--- src/rtl/mpq_cmd_sched_pkg.sv ---
// -----------------------------------------------------------------------------
// mpq_cmd_sched_pkg
// Shared definitions for the priority-queue command scheduler:
//   - engine opcodes (CMD_*)
//   - scheduler FSM state encoding (state_t)
//   - small helpers for opcode decode and the optional command guard
// Optional feature macro used by the importing RTL: MPQ_SCHED_GUARD_EN
// -----------------------------------------------------------------------------
package mpq_cmd_sched_pkg;

    localparam logic [2:0] CMD_BUILD    = 3'd0;
    localparam logic [2:0] CMD_EXTRACT  = 3'd1;
    localparam logic [2:0] CMD_DECREASE = 3'd2;
    localparam logic [2:0] CMD_INSERT   = 3'd3;
    localparam logic [2:0] CMD_WRITE    = 3'd4;

    typedef enum logic [2:0] {
        INIT    = 3'd0,
        IDLE    = 3'd1,
        ISSUE   = 3'd2,
        WAIT_HI = 3'd3,
        WAIT_LO = 3'd4,
        FLUSH   = 3'd5,
        FIN     = 3'd6
    } state_t;

    // Opcodes 4..7 all mean write-out, so only the top bit matters.
    function automatic logic cmd_is_write(input logic [2:0] c);
        return c[2];
    endfunction

    // True when the command would corrupt the engine given the current
    // element count: extracting from an empty queue, inserting into a full
    // one, or decreasing a key at an index outside 1..count.
    function automatic logic cmd_rejected(input logic [2:0] c,
                                          input logic [7:0] idx,
                                          input logic [7:0] count);
        logic r;
        r = 1'b0;
        if (c == CMD_EXTRACT && count == 8'd0)
            r = 1'b1;
        if (c == CMD_INSERT && count == 8'd255)
            r = 1'b1;
        if (c == CMD_DECREASE && (idx == 8'd0 || idx > count))
            r = 1'b1;
        return r;
    endfunction

endpackage

--- src/rtl/mpq_rr_arb.sv ---
// -----------------------------------------------------------------------------
// mpq_rr_arb
// Round-robin pick: grants the first active request strictly above the last
// granted index, wrapping to the lowest active request.
// Ports:
//   req  [NREQ-1:0]  request vector
//   last [IDW-1:0]   index of the previous grant
//   gnt  [NREQ-1:0]  one-hot grant (all zero when req is zero)
// -----------------------------------------------------------------------------
module mpq_rr_arb #(
    parameter int NREQ = 4,
    parameter int IDW  = 3
) (
    input  logic [NREQ-1:0] req,
    input  logic [IDW-1:0]  last,
    output logic [NREQ-1:0] gnt
);

    logic [NREQ-1:0] above;
    logic [NREQ-1:0] masked;
    logic [NREQ-1:0] pick_src;

    // Positions strictly above the last grant get first chance.
    generate
        for (genvar gi = 0; gi < NREQ; gi++) begin : g_above
            assign above[gi] = (gi > int'(last));
        end
    endgenerate

    assign masked   = req & above;
    assign pick_src = (|masked) ? masked : req;
    // Isolate the lowest set bit.
    assign gnt      = pick_src & (~pick_src + NREQ'(1));

endmodule

--- src/rtl/mpq_cmd_sched.sv ---
// -----------------------------------------------------------------------------
// mpq_cmd_sched
// Arbitrates commands from NREQ requesters onto a single priority-queue
// engine. Waits for the initial load, then grants round-robin, issues one
// command per engine busy round-trip, and stops after a write-out.
// Optional feature macro: MPQ_SCHED_GUARD_EN -- tracks the element count and
// drops (with an err pulse) commands that would underflow/overflow the queue.
// Ports:
//   clk, rst                 clock, asynchronous active-high reset
//   req_valid [NREQ]         pending command per requester
//   req_cmd   [3*NREQ]       per-requester opcode
//   req_index/req_value [8*NREQ] per-requester operands
//   req_gnt   [NREQ]         one-hot grant pulse (command consumed)
//   gnt_id    [IDW]          index of the last granted requester
//   cmd_valid, cmd, index, value  command to the engine
//   busy, data_valid, done   engine status inputs
//   sched_done               level, set once the write-out completes
//   err                      pulse when a granted command is dropped
// -----------------------------------------------------------------------------
module mpq_cmd_sched
    import mpq_cmd_sched_pkg::*;
#(
    parameter int NREQ = 4,
    parameter int IDW  = 3
) (
    input  logic                clk,
    input  logic                rst,
    input  logic [NREQ-1:0]     req_valid,
    input  logic [3*NREQ-1:0]   req_cmd,
    input  logic [8*NREQ-1:0]   req_index,
    input  logic [8*NREQ-1:0]   req_value,
    output logic [NREQ-1:0]     req_gnt,
    output logic [IDW-1:0]      gnt_id,
    output logic                cmd_valid,
    output logic [2:0]          cmd,
    output logic [7:0]          index,
    output logic [7:0]          value,
    input  logic                busy,
    input  logic                data_valid,
    input  logic                done,
    output logic                sched_done,
    output logic                err
);

    state_t          state_reg, state_next;
    logic            seen_hi_reg;
    logic [IDW-1:0]  ptr_reg;
    logic [IDW-1:0]  gnt_id_reg;
    logic [2:0]      cmd_reg;
    logic [7:0]      index_reg;
    logic [7:0]      value_reg;

    logic [NREQ-1:0] arb_gnt;
    logic            grant_en;
    logic [IDW-1:0]  gnt_idx;
    logic [2:0]      sel_cmd;
    logic [7:0]      sel_index;
    logic [7:0]      sel_value;
    logic            drop;

    mpq_rr_arb #(
        .NREQ (NREQ),
        .IDW  (IDW)
    ) u_arb (
        .req  (req_valid),
        .last (ptr_reg),
        .gnt  (arb_gnt)
    );

    // Grants only happen while the engine is idle waiting for a command.
    assign grant_en = (state_reg == IDLE) && !busy && (|req_valid);
    assign req_gnt  = grant_en ? arb_gnt : '0;

    // Encode the one-hot pick and select that requester's operands.
    always_comb begin
        gnt_idx   = '0;
        sel_cmd   = '0;
        sel_index = '0;
        sel_value = '0;
        for (int i = 0; i < NREQ; i++) begin
            if (arb_gnt[i]) begin
                gnt_idx   = IDW'(i);
                sel_cmd   = req_cmd[i*3 +: 3];
                sel_index = req_index[i*8 +: 8];
                sel_value = req_value[i*8 +: 8];
            end
        end
    end

`ifdef MPQ_SCHED_GUARD_EN
    logic [7:0] count_reg;
    logic       drop_reg;

    // The drop decision is taken at grant time; the count cannot change
    // between grant and issue, so the check stays valid.
    always_ff @(posedge clk or posedge rst) begin
        if (rst) begin
            count_reg <= 8'd0;
            drop_reg  <= 1'b0;
        end else begin
            if (grant_en)
                drop_reg <= cmd_rejected(sel_cmd, sel_index, count_reg);
            if (state_reg == INIT && data_valid && count_reg != 8'd255)
                count_reg <= count_reg + 8'd1;
            else if (state_reg == ISSUE && !drop_reg) begin
                if (cmd_reg == CMD_INSERT)
                    count_reg <= count_reg + 8'd1;
                else if (cmd_reg == CMD_EXTRACT)
                    count_reg <= count_reg - 8'd1;
            end
        end
    end

    assign drop = drop_reg;
`else
    // The load tap only feeds the element count, which this build omits.
    logic unused_data_valid;
    assign unused_data_valid = data_valid;
    assign drop = 1'b0;
`endif

    always_ff @(posedge clk or posedge rst) begin
        if (rst) begin
            state_reg   <= INIT;
            seen_hi_reg <= 1'b0;
            ptr_reg     <= IDW'(NREQ - 1);
            gnt_id_reg  <= '0;
            cmd_reg     <= '0;
            index_reg   <= '0;
            value_reg   <= '0;
        end else begin
            state_reg <= state_next;
            // INIT is left only after the initial load has raised busy once.
            if (state_reg == INIT && busy)
                seen_hi_reg <= 1'b1;
            if (grant_en) begin
                ptr_reg    <= gnt_idx;
                gnt_id_reg <= gnt_idx;
                cmd_reg    <= sel_cmd;
                index_reg  <= sel_index;
                value_reg  <= sel_value;
            end
        end
    end

    always_comb begin
        state_next = state_reg;
        cmd_valid  = 1'b0;
        err        = 1'b0;
        sched_done = 1'b0;
        case (state_reg)
            INIT: begin
                if (seen_hi_reg && !busy)
                    state_next = IDLE;
            end
            IDLE: begin
                if (grant_en)
                    state_next = ISSUE;
            end
            ISSUE: begin
                if (drop) begin
                    err        = 1'b1;
                    state_next = IDLE;
                end else begin
                    cmd_valid  = 1'b1;
                    state_next = cmd_is_write(cmd_reg) ? FLUSH : WAIT_HI;
                end
            end
            WAIT_HI: begin
                if (busy)
                    state_next = WAIT_LO;
            end
            WAIT_LO: begin
                if (!busy)
                    state_next = IDLE;
            end
            FLUSH: begin
                if (done)
                    state_next = FIN;
            end
            FIN: begin
                sched_done = 1'b1;
            end
            default: begin
                state_next = INIT;
            end
        endcase
    end

    assign gnt_id = gnt_id_reg;
    assign cmd    = cmd_reg;
    assign index  = index_reg;
    assign value  = value_reg;

endmodule

--- config.mk ---
export PLATFORM = sky130hd
export DESIGN_NAME = mpq_cmd_sched
export DESIGN_NICKNAME = d
export VERILOG_FILES = /design/src/rtl/mpq_cmd_sched_pkg.sv /design/src/rtl/mpq_rr_arb.sv /design/src/rtl/mpq_cmd_sched.sv
export SDC_FILE = /design/constraint.sdc
export NUM_CORES = 1
export LEC_CHECK = 0
export ABC_AREA = 1
export CAP_MARGIN = 10
export CORE_AREA = 10 10 85 87
export DETAILED_ROUTE_END_ITERATION = 10
export DIE_AREA = 0 0 95 97
export PLACE_DENSITY = 0.91
export SETUP_SLACK_MARGIN = 0.1
export SLEW_MARGIN = 20
export SYNTH_ARGS = -nofsm -noshare
export SYNTH_HDL_FRONTEND = slang
export SYNTH_SLANG_ARGS = --single-unit
--- constraint.sdc ---
create_clock -name clk -period 2.09 [get_ports clk]
set_clock_uncertainty 0.05 [all_clocks]
set_input_delay 0.418 -clock clk [delete_from_list [all_inputs] [get_ports clk]]
set_output_delay 0.418 -clock clk [all_outputs]
set_load 0.02 [all_outputs]
# Word level (Yosys, flattened, before mapping)
# Cells that the tools add are included.
# totals
inputBits	85
reg_bits	29
# classes
mux	26
order_cmp	3
n_bitwise	4
addsub	1
n_eq_ne	11
n_reduce_logical	9
# ops
op	count
8-bit two-way mux	8
3-bit two-way mux	12
3-bit one-hot mux with 7 select lines	1
3-bit == test (second input constant)	3
4-bit AND	2
4-bit two-way mux	2
2-bit != test (second input constant)	4
4-bit OR reduction	2
3-bit by 2-bit == test with 1-bit output (second input constant)	2
2-bit by 3-bit > comparator with 1-bit output (first input constant)	2
6-bit AND reduction	1
4-bit by 1-bit adder with 4-bit output (second input constant)	1
1-bit logical AND	4
4-bit NOT	1
3-bit by 1-bit == test with 1-bit output (second input constant)	1
1-bit by 3-bit > comparator with 1-bit output (first input constant)	1
3-bit logical NOT	1
1-bit two-way mux	3
2-bit by 1-bit != test with 1-bit output (second input constant)	1
1-bit logical NOT	1
1-bit NOT	1

# Longest topological paths before layout
# Gate-level depths: netlist of the first run.
# logic_depth
depth_word	11
ltp_mapped	12
ltp_nobuf	10

# Cells and area by module
# A second synthesis of the first run with hierarchy kept.
# unflattened
hier_cells	348
area_unflattened_um2	2103.3
# by_module_without_submodules
mod	cells_each	seq_area_each_um2	instances	area_each_um2
mpq_cmd_sched	327	678.2	1	1978.1
mpq_rr_arb	21	0.0	1	125.1

# Worst setup path before layout of the first run
# OpenSTA, ideal clock, no wires.
# synth_timing
path_kind	register to output
from	register ptr_reg[1]
to	output port req_gnt[3]
slack_ps	220
n_path_buf	1
path_stages_with_launch	10
arrival_ps	1402
cell_sequence	dfstp_2 -> nand3_1 -> nand2_1 -> inv_2 -> nor2_2 -> buf_6 -> inv_1 -> nor2_1 -> nand2_1 -> inv_1
# synth_between
elab_chain_len	8
word_cells_on_any_way	10
cone_classes	add/sub: 1; order compare: 3; mux: 2; bitwise: 3; reduce/logical: 1
# synth_rtl
element	line	source
start, declared	mpq_cmd_sched.sv:47	logic [IDW-1:0] ptr_reg;
start signal, assigned	mpq_cmd_sched.sv:126	ptr_reg <= IDW'(NREQ - 1);
start signal, assigned	mpq_cmd_sched.sv:137	ptr_reg <= gnt_idx;
1-bit by 3-bit > comparator with 1-bit output or 2-bit by 3-bit > comparator with 1-bit output (tied branches)	mpq_rr_arb.sv:26	assign above[gi] = (gi > int'(last));
4-bit AND *	mpq_rr_arb.sv:30	assign masked = req & above;
4-bit OR reduction	mpq_rr_arb.sv:31	assign pick_src = (|masked) ? masked : req;
4-bit two-way mux *	mpq_rr_arb.sv:31	
4-bit NOT	mpq_rr_arb.sv:33	assign gnt = pick_src & (~pick_src + NREQ'(1));
4-bit by 1-bit adder with 4-bit output	mpq_rr_arb.sv:33	
4-bit AND *	mpq_rr_arb.sv:33	
4-bit two-way mux *	mpq_cmd_sched.sv:72	assign req_gnt = grant_en ? arb_gnt : '0;
end, declared	mpq_cmd_sched.sv:32	output logic [NREQ-1:0] req_gnt,
# Mark *: on every way between the ends. The rest lies on a longest branch, timed or not.

# Worst setup path after layout of the first run
# layout_timing
from	register ptr_reg[1]
to	output port req_gnt[1]
# The elaborated chain is that of the path after synthesis.

==> metrics.md, run 1 <==
| Metric | Value |
|---|---|
| Outcome | complete, but fails checks |
| Failing checks | negative setup slack |
| Switching share of total power | 45.6% |
| Min Tclk post-route | 2.17 ns |
| DR vias/cell | 4.93 |
| Setup violations, final | 5 |
| Final #Nets | 586 |
| Fmax achieved | 460 MHz |
| Vias in the first global route | 2,779 |
| Fin. Hold Viols | 0 |
| Post-Synthesis Cells | 349 |
| Die area | 9220 um2 |
| CP required | 1.62 ns |
| WL/cell | 16.1 um |
| Post-DP HPWL | 6760 um |
| Starting Density | 39.5% |
| Clock root buffer | clkbuf_8 |
| Final Wtd Congestion | 0.934 |
| Static leakage | 0.00195 uW |
| Synth unique cells | 25 |
| Critical-path maximum fanout | 3 |
| Synthesized flop and latch total | 27 |
| H-tree lvl count | 1 |
| Initial DRC count | 172 |
| Yosys warns | 0 |
| R2R depth | 13 |
| CP startpoint kind | flop |
| Crit share post-route | 104% |
| Layout area overhead | 76.0% |
| Max Buffers Root-to-Sink | 2 |
| Switching power | 1740 uW |
| Placed Area | 3460 um2 |
| Vias | 2,820 |
| Hold crit path type | in -> async |
| Input/output buffers | 110 |
| Post-Syn Area | 2160 um2 |
| Clk sinks | 27 |
| Total internal power | 2070 uW |
| Chip width | 95 um |
| Clock transition at path regs | 0.10 ns |
| Post-route cell area | 3800 um2 |
| # fillers | 459 |
| Slew Viols, Final | 0 |
| Crit Path Category | reg -> out |
| Power Dens Cells | 1000 nW/um2 |
| Top Ports | 114 |
| Mapped Avg Cell Area | 6.19 um2 |
| CORE AREA | 5470 um2 |
| GR met2 Demand/Resource | 33.1% |
| Max-cap violations | 0 |
| Fin util | 69.5% |
| Logic gate share of total power | 69.2% |
| Seq pwr share | 23.0% |
| GR Util met1 | 21.4% |
| Antenna cell count | 0 |
| Hold buffers post-CTS | 0 |
| Crit path DAT | 1.71 ns |
| DRC Markers | 0 |
| First-pass DRT Iterations | 5 |
| Share of layout cells above drive strength 1 | 21.2% |
| Setup slack after layout | -0.0842 ns |
| Grt ovf | 0 |
| First-pass GRT wire length | 14,300 um |
| CTS tree | built |
| Post-Route WL | 9230 um |
| Clk pwr share | 7.8% |
| Busiest layer in global routing | met2 |
| Met3 Use GR | 3.55% |
| GRT Util Overall | 19.0% |
| Sequential share of the synthesized area | 31.4% |
| Largest net degree at the start of global routing | 35 |
| Latest clock arrival within the worst-skew pair | 0.27 ns |
| RSZ-0062 raised after global routing | true |
| Antenna violations before repair | 0 |
| Post-DRT Antenna Nets | 0 |
| Number of CTS-inserted buffers | 3 |
| Row count | 27 |
| Chip height | 97 um |
| Crit. End Element | primary output |
| VDD IR-drop max | 0.483 mV |
[power by group through the flow]
stage | clock (uW) | sequential [uW] | combinational (uW)
after global placement | 0 | 864 | 2250
final | 299 | 875 | 2640
after detailed placement | 0 | 878 | 2330
after global routing | 320 | 901 | 2860
after floorplan | 0 | 1090 | 1120
after CTS | 306 | 867 | 2510
[critical path, cell delays in order (launching register included)]
cell	delay, ns
dfstp_2	0.59
inv_4	0.06
nand2_4	0.06
buf_4	0.11
buf_6	0.09
nand2_2	0.08
a21boi_4	0.15
nand3_2	0.11
inv_2	0.07
buf_6	0.11
[layout by cell type, fill, tap and decap left out]
| master | instances |
|---|---|
| nand3_1 | 42 |
| a21oi_1 | 3 |
| a21boi_4 | 1 |
| o211ai_1 | 3 |
| nor3_1 | 2 |
| nor2_1 | 7 |
| dfrtp_1 | 25 |
| inv_1 | 45 |
| nor3_4 | 1 |
| dfstp_2 | 2 |
| nand2_1 | 132 |
| buf_4 | 51 |
| clkdlybuf4s15_1 | 1 |
| o21ai_0 | 3 |
| dlygate4sd2_1 | 4 |
| nand2_4 | 2 |
| clkbuf_1 | 1 |
| nand3_2 | 8 |
| inv_2 | 8 |
| inv_4 | 1 |
| clkbuf_2 | 1 |
| nor2_4 | 6 |
| o21bai_1 | 2 |
| clkdlybuf4s50_1 | 100 |
| buf_12 | 1 |
| clkbuf_8 | 3 |
| conb_1 | 2 |
| nand4_1 | 22 |
| buf_6 | 8 |
| nand2_2 | 11 |
| nor2_2 | 2 |
[cell families after synthesis]
family / synth area share, %
buf+inv: 16.0
simple gates: 48.4
flops: 31.4
other cells: 0.174
compound gates: 3.99
[cell type report]
class | count | area (um2) | area share, %
Sequential cell | 27 | 678 | 17.8
Timing Repair Buffer | 166 | 1540 | 40.6
Multi-Input combinational cell | 249 | 1240 | 32.6
Tap cell | 72 | 90.1 | 2.37
Clock buffer | 4 | 45.0 | 1.18
Inverter | 54 | 205 | 5.39
[through the flow]
stage	setup slack, ns	hold slack [ns]	setup TNS (ns)	instances	power (uW)
after CTS	-0.0324	0.465	-0.0656	570	3680
after detailed placement	-0.614	0.442	-6.88	544	3210
after global placement	-0.519	0.409	-4.74	544	3120
after floorplan	0.220	0.394	0	350	2210
final	-0.0842	0.456	-0.331	572	3810
after global routing	-0.161	0.494	-1.92	572	4090
[routing by layer]
metal	routed length [um]	vias up
li1	-	1389
met1	3530	1275
met2	4730	121
met3	551	35
met4	416	0
met5	0	-
[path summary, 6_finish.rpt]
path,start,end,slack (ns)
worst min-delay path,rst,gnt_id[1],0.46
min in group clk,seen_hi_reg,seen_hi_reg,0.46
worst max-delay path,ptr_reg[1],req_gnt[1],-0.08
worst max register to register,ptr_reg[1],ptr_reg[1],-0.04
worst min register to register,seen_hi_reg,seen_hi_reg,0.46
max in group asynchronous,rst,ptr_reg[1],1.23
[cell usage after synthesis]
| master | count | share of area [%] |
|---|---|---|
| a21oi_1 | 3 | 0.69 |
| dfrtp_1 | 25 | 29 |
| clkbuf_1 | 1 | 0.17 |
| conb_1 | 1 | 0.17 |
| a21boi_4 | 1 | 0.87 |
| o21bai_1 | 2 | 0.69 |
| nor2_2 | 2 | 0.58 |
| nand2_1 | 143 | 25 |
| nand3_1 | 48 | 11 |
| nor2_1 | 10 | 1.7 |
| dfstp_2 | 2 | 2.4 |
| nand3_2 | 2 | 0.93 |
| buf_4 | 7 | 2.4 |
| buf_6 | 3 | 1.6 |
| o21ai_0 | 3 | 0.69 |
| inv_1 | 50 | 8.7 |
| nand2_2 | 2 | 0.58 |
| nand4_1 | 22 | 6.4 |
| buf_2 | 7 | 1.6 |
| o211ai_1 | 3 | 1.0 |
| nor3_1 | 3 | 0.69 |
| nor2_4 | 3 | 1.6 |
| inv_2 | 4 | 0.69 |
| buf_8 | 1 | 0.69 |
| buf_1 | 1 | 0.17 |
[repair_timing]
action,CTS,global route
resized for setup,47,24
pin swaps,13,13
buffers inserted,22,4
setup endpoints to repair,21,27
No activity file was read; power rests on OpenSTA's default activity.
==> run 2: changes to the inputs <==
--- a/config.mk
+++ b/config.mk
@@ -7,12 +7,13 @@
 export LEC_CHECK = 0
 export ABC_AREA = 1
 export CAP_MARGIN = 10
-export CORE_AREA = 10 10 85 87
+export CORE_AREA = 10 10 114 65
 export DETAILED_ROUTE_END_ITERATION = 10
-export DIE_AREA = 0 0 95 97
+export DIE_AREA = 0 0 124 75
 export PLACE_DENSITY = 0.91
 export SETUP_SLACK_MARGIN = 0.1
 export SLEW_MARGIN = 20
 export SYNTH_ARGS = -nofsm -noshare
 export SYNTH_HDL_FRONTEND = slang
+export SYNTH_HIERARCHICAL = 1
 export SYNTH_SLANG_ARGS = --single-unit
==> metrics.md, run 2 <==
| Metric | Value |
|---|---|
| Inst Count DP | 533 |
| Switching power | 1510 uW |
| Post-synth EDFFs | 0 |
| Outcome | complete, but fails checks |
| Starting Density | 39.3% |
| First-pass DRT Iterations | 4 |
| Critical-path maximum fanout | 3 |
| Post-DRT Antenna Nets | 0 |
| Critical Path, Cell by Cell | inv_2 -> buf_4 -> nand3_2 -> nand3_2 -> nor2_2 -> inv_1 -> nor2_2 -> buf_4 |
| Worst slack at placement | -0.612 ns |
| Slew Viols, Final | 0 |
| Setup TNS | -0.189 ns |
| Vias in the first global route | 2,502 |
| Logic gate share of total power | 63.2% |
| Latest clock arrival within the worst-skew pair | 0.27 ns |
| Max-cap violations | 0 |
| Antenna cell count | 0 |
| Critical path's largest stage delay | 0.58 ns |
| Chip width | 124 um |
| Post-Route WL | 7860 um |
| Worst hold margin | 0.422 ns |
| Max Buffers Root-to-Sink | 2 |
| Share of layout cells above drive strength 1 | 17.1% |
| Clk sinks | 27 |
| Clock root buffer | clkbuf_8 |
| Area occupied by multi-input gates | 1300 um2 |
| DR vias/cell | 4.83 |
| Post-route non-filler standard cell count | 541 |
| Post-Synthesis Cells | 348 |
| First-pass GRT wire length | 12,300 um |
| Post-DP HPWL | 6080 um |
| Chip height | 75 um |
| Setup slack after layout | -0.0828 ns |
| Initial DRC count | 155 |
| Synth unique cells | 25 |
| Crit Path Category | reg -> out |
| Vias | 2,613 |
| Row count | 19 |
| Ys flop type | dfrtp_1 |
| Final Wtd Congestion | 0.873 |
| Die area | 9300 um2 |
| Most frequent cells in the layout | 160 x nand2_1, 101 x clkdlybuf4s50_1, 35 x nor2_1 |
| Layout area overhead | 64.7% |
| CTS tree | built |
| Hold buffers post-CTS | 0 |
| Post-Syn Area | 2100 um2 |
| Fin util | 64.7% |
| Yosys warns | 6 |
| Clock transition at path regs | 0.09 ns |
| Min Tclk post-route | 2.17 ns |
| Failing checks | negative setup slack |
| Switching share of total power | 45.0% |
| RSZ-0062 raised after global routing | true |
| GRT Util Overall | 16.4% |
| FFs w/ async S/R, synth | 100% |
| DRC Markers | 0 |
| Most common cell after layout, fill and taps aside | nand2_1 |
| VDD IR-drop max | 0.520 mV |
| # fillers | 472 |
| Antenna violations before repair | 0 |
| Top Ports | 114 |
| Power Dens Cells | 972 nW/um2 |
| Synth area leaders | dfrtp_1 30%, nand2_1 29%, nor2_1 7.1% |
| Crit share post-route | 104% |
| Most common cell in the netlist | nand2_1 |
| Static leakage | 0.00169 uW |
| Seq. cell area | 679 um2 |
| Crit path DAT | 1.70 ns |
| Yosys top cell area share | 29.7% |
| Fmax achieved | 460 MHz |
| Seq pwr share | 28.0% |
| WL/cell | 14.5 um |
| Input/output buffers | 110 |
| Mapped Avg Cell Area | 6.04 um2 |
| Biggest area consumer among synthesized cells | dfrtp_1 |
| CP required | 1.62 ns |
| Clk pwr share | 8.8% |
| Largest net degree at the start of global routing | 39 |
| CORE AREA | 5350 um2 |
| Total internal power | 1850 uW |
| H-tree lvl count | 1 |
| Setup violations, final | 4 |
| Hold crit path type | reg -> reg |
| Fin. Hold Viols | 0 |
| Final #Nets | 554 |
| Grt ovf | 0 |
| Most frequent cells after synthesis | 161 x nand2_1, 40 x nor2_1, 25 x dfrtp_1, 23 x o21ai_0, 20 x a21oi_1 |
| CP startpoint kind | flop |
| Sequential share of the synthesized area | 32.2% |
| Crit. End Element | primary output |
| Synthesized flop and latch total | 27 |
| Number of CTS-inserted buffers | 3 |
| Worst-path cell with the longest stage delay | dfstp_2 |
run 2: power by group through the flow:
| stage | sequential [uW] | combinational [uW] | clock, uW |
|---|---|---|---|
| floorplan | 1180 | 941 | 0 |
| global placement | 931 | 2030 | 0 |
| detailed placement | 940 | 2070 | 0 |
| global route | 973 | 2340 | 329 |
| CTS | 938 | 2120 | 305 |
| finish | 942 | 2130 | 297 |
run 2: cell families after synthesis:
family / after synthesis / share of synthesized area [%]
simple gates: 237 / 48.0
compound gates: 45 / 11.1
buf+inv: 38 / 8.51
flops: 27 / 32.2
other cells: 1 / 0.178
run 2: area by class of cell:
| cell class | instances | area share (%) |
|---|---|---|
| Multi-Input combinational cell | 286 | 37.6 |
| Timing Repair Buffer | 134 | 37.0 |
| Sequential cell | 27 | 19.6 |
| Tap cell | 73 | 2.64 |
| Inverter | 17 | 1.91 |
| Clock buffer | 4 | 1.30 |
run 2: path summary, 6_finish.rpt:
| check | cells past startpoint | slack (ns) | to | startpoint |
|---|---|---|---|---|
| min in group asynchronous | 3 | 0.45 | gnt_id[1] | rst |
| setup / recovery | 8 | -0.08 | req_gnt[3] | ptr_reg[0] |
| max in group asynchronous | 3 | 1.24 | ptr_reg[0] | rst |
| hold reg to reg | 1 | 0.42 | seen_hi_reg | seen_hi_reg |
| hold / removal | 1 | 0.42 | seen_hi_reg | seen_hi_reg |
| setup reg to reg | 13 | 0.01 | gnt_id[0] | ptr_reg[0] |
run 2: worst max-delay path, delay by kind of cell, from the launching register on:
family	cells	cell delay (ns)
flip-flops	1	0.58
AND/OR/NAND/NOR	4	0.44
buffers and inverters	4	0.42
run 2: stage by stage:
step,area [um2],power (uW)
after CTS,3430,3360
after global placement,3340,2960
after global routing,3460,3640
after floorplan,2120,2120
final,3460,3370
after detailed placement,3340,3010
run 2: per-layer routing:
metal,part of all wire (%),global-route usage (%)
met5,0,0
met1,38,18.0
met2,55,31.7
met3,4.1,2.84
met4,3.2,5.46
run 2: repair_timing:
item                                    4_1_cts  5_1_grt
endpoints found under the setup margin        6       26
setup buffers                                 3        1
pin swaps                                     6        1
gates resized for setup                      43        7
==> run 3: changes to the inputs <==
--- a/config.mk
+++ b/config.mk
@@ -10,7 +10,7 @@
 export CORE_AREA = 10 10 114 65
 export DETAILED_ROUTE_END_ITERATION = 10
 export DIE_AREA = 0 0 124 75
-export PLACE_DENSITY = 0.91
+export PLACE_DENSITY = 0.87
 export SETUP_SLACK_MARGIN = 0.1
 export SLEW_MARGIN = 20
 export SYNTH_ARGS = -nofsm -noshare
==> metrics.md, run 3 (synthesis results as in run 2) <==
| Metric | Value |
|---|---|
| Outcome | complete, but fails checks |
| Failing checks | negative setup slack |
| CP bufs+invs | 5 |
| Post-DP HPWL | 5920 um |
| Antenna violations before repair | 0 |
| DR vias/cell | 4.70 |
| Clock root buffer | clkbuf_8 |
| Setup violations, final | 4 |
| H-tree lvl count | 1 |
| Critical path's largest stage delay | 0.58 ns |
| Crit. End Element | primary output |
| Static leakage | 0.00169 uW |
| Crit share post-route | 104% |
| Chip height | 75 um |
| VDD IR-drop max | 0.563 mV |
| Overall Power | 3390 uW |
| FF-to-FF setup slack | 0.08 ns |
| CORE AREA | 5350 um2 |
| Hold buffers post-CTS | 0 |
| Max Buffers Root-to-Sink | 2 |
| R2R depth | 14 |
| Die area | 9300 um2 |
| Hold crit path type | reg -> reg |
| Crit path DAT | 1.70 ns |
| Final Wtd Congestion | 0.838 |
| Initial DRC count | 136 |
| Largest net degree at the start of global routing | 39 |
| Clk sinks | 27 |
| Top Ports | 114 |
| Post-Route WL | 7940 um |
| First-pass DRT Iterations | 4 |
| GRT Util Overall | 16.1% |
| Slew Viols, Final | 0 |
| Worst hold stages | 1 |
| Fmax achieved | 462 MHz |
| Most common cell after layout, fill and taps aside | nand2_1 |
| DRC Markers | 0 |
| Reg-to-reg critical path endpoint | value[0] |
| Setup slack after layout | -0.0749 ns |
| Max-cap violations | 0 |
| Clock transition at path regs | 0.09 ns |
| Most frequent cells in the layout | 156 x nand2_1, 101 x clkdlybuf4s50_1, 33 x nor2_1 |
| Grt ovf | 0 |
| Starting Density | 39.3% |
| Row count | 19 |
| Input/output buffers | 110 |
| WHS Endpoint | seen_hi_reg |
| Critical-path maximum fanout | 3 |
| CP required | 1.62 ns |
| Antenna cell count | 0 |
| Hold Crit Start | seen_hi_reg |
| First-pass GRT wire length | 12,000 um |
| Chip width | 124 um |
| Worst-path cell with the longest stage delay | dfstp_2 |
| Crit-path leading delay family | flip-flops |
| Vias in the first global route | 2,365 |
| Layout area overhead | 67.2% |
| Min Tclk post-route | 2.16 ns |
| Crit Path Category | reg -> out |
| WL/cell | 14.7 um |
| Latest clock arrival within the worst-skew pair | 0.27 ns |
| Power Dens Cells | 965 nW/um2 |
| Fin. Hold Viols | 0 |
| CP startpoint kind | flop |
| Final #Nets | 553 |
| CTS tree | built |
| Critical Path, Cell by Cell | inv_2 -> nand2_2 -> nand2_2 -> nand2_4 -> nand3_4 -> buf_6 -> inv_4 -> inv_2 -> nor2_2 -> buf_6 |
| # fillers | 466 |
| Worst hold margin | 0.429 ns |
| RSZ-0062 raised after global routing | true |
| Share of layout cells above drive strength 1 | 17.8% |
| Post-DRT Antenna Nets | 0 |
| Launching point of the worst reg2reg path | ptr_reg[0] |
| Number of CTS-inserted buffers | 3 |
| Vias | 2,539 |
-- run 3: changes by cell type in the layout (fill, tap and decap cells not counted), moves of 2 or more --
| cell | previous run | this run |
|---|---|---|
| a21oi_1 | 15 | 20 |
| a21oi_2 | 5 | 0 |
| nand2_1 | 160 | 156 |
| nor2_4 | 2 | 6 |
| buf_4 | 24 | 21 |
| nand2_2 | 4 | 7 |
| dlygate4sd2_1 | 5 | 3 |
| inv_1 | 9 | 7 |
| nand3_2 | 4 | 2 |
| nand3_4 | 1 | 3 |
| nor2_1 | 35 | 33 |
| nor2_2 | 19 | 17 |
-- run 3: repair_timing --
item                                    in CTS  in global routing
endpoints found under the hold margin        0                  0
pin swaps                                    8                 12
gates resized for setup                     40                 28
endpoints found under the setup margin       7                 27
buffers inserted                             2                  2
-- run 3: metrics by stage --
stage	cells	setup WS (ns)	util, %	instance area (um2)	TNS (ns)
global placement	532	-0.594	62.4	3340	-3.42
global route	540	-0.126	65.8	3520	-1.09
finish	540	-0.0749	65.8	3520	-0.172
floorplan	351	0.123	-	2120	0
detailed placement	532	-0.636	62.4	3340	-5.39
CTS	538	-0.0340	63.8	3410	-0.0580
-- run 3: metal layers --
| metal | routed length (um) | share of wire [%] | GRT usage (%) | up-vias |
|---|---|---|---|---|
| met5 | 0 | 0 | 0 | - |
| met4 | 164 | 2.1 | 3.81 | 0 |
| met3 | 390 | 4.9 | 3.36 | 12 |
| met2 | 4370 | 55 | 30.9 | 65 |
| met1 | 3010 | 38 | 18.0 | 1149 |
| li1 | - | - | - | 1313 |
-- run 3: report_power, final --
group | internal (uW) | switching (uW)
clock network | 134 | 166
logic | 943 | 1220
registers | 778 | 151
total | 1850 | 1540
-- run 3: how the worst max path moves through the flow --
stage | startpoint | endpoint | slack [ns] | depth (start not counted)
global placement | req_valid[3] | req_gnt[3] | -0.59 | 8
detailed placement | req_valid[1] | req_gnt[2] | -0.64 | 10
CTS | ptr_reg[0] | req_gnt[1] | -0.03 | 11
global route | ptr_reg[0] | req_gnt[0] | -0.13 | 10
finish | ptr_reg[0] | req_gnt[0] | -0.07 | 10
floorplan | ptr_reg[0] | req_gnt[0] | 0.12 | 9
-- run 3: layout make-up --
type / instances / area [um2] / share of cell area, %
inverter: 17 / 70.1 / 1.99
sequential: 27 / 678 / 19.3
clock buffer: 3 / 41.3 / 1.17
tap: 73 / 91.3 / 2.60
multi-input combinational: 286 / 1350 / 38.2
timing repair buffer: 133 / 1290 / 36.6
clock inverter: 1 / 5.00 / 0.142
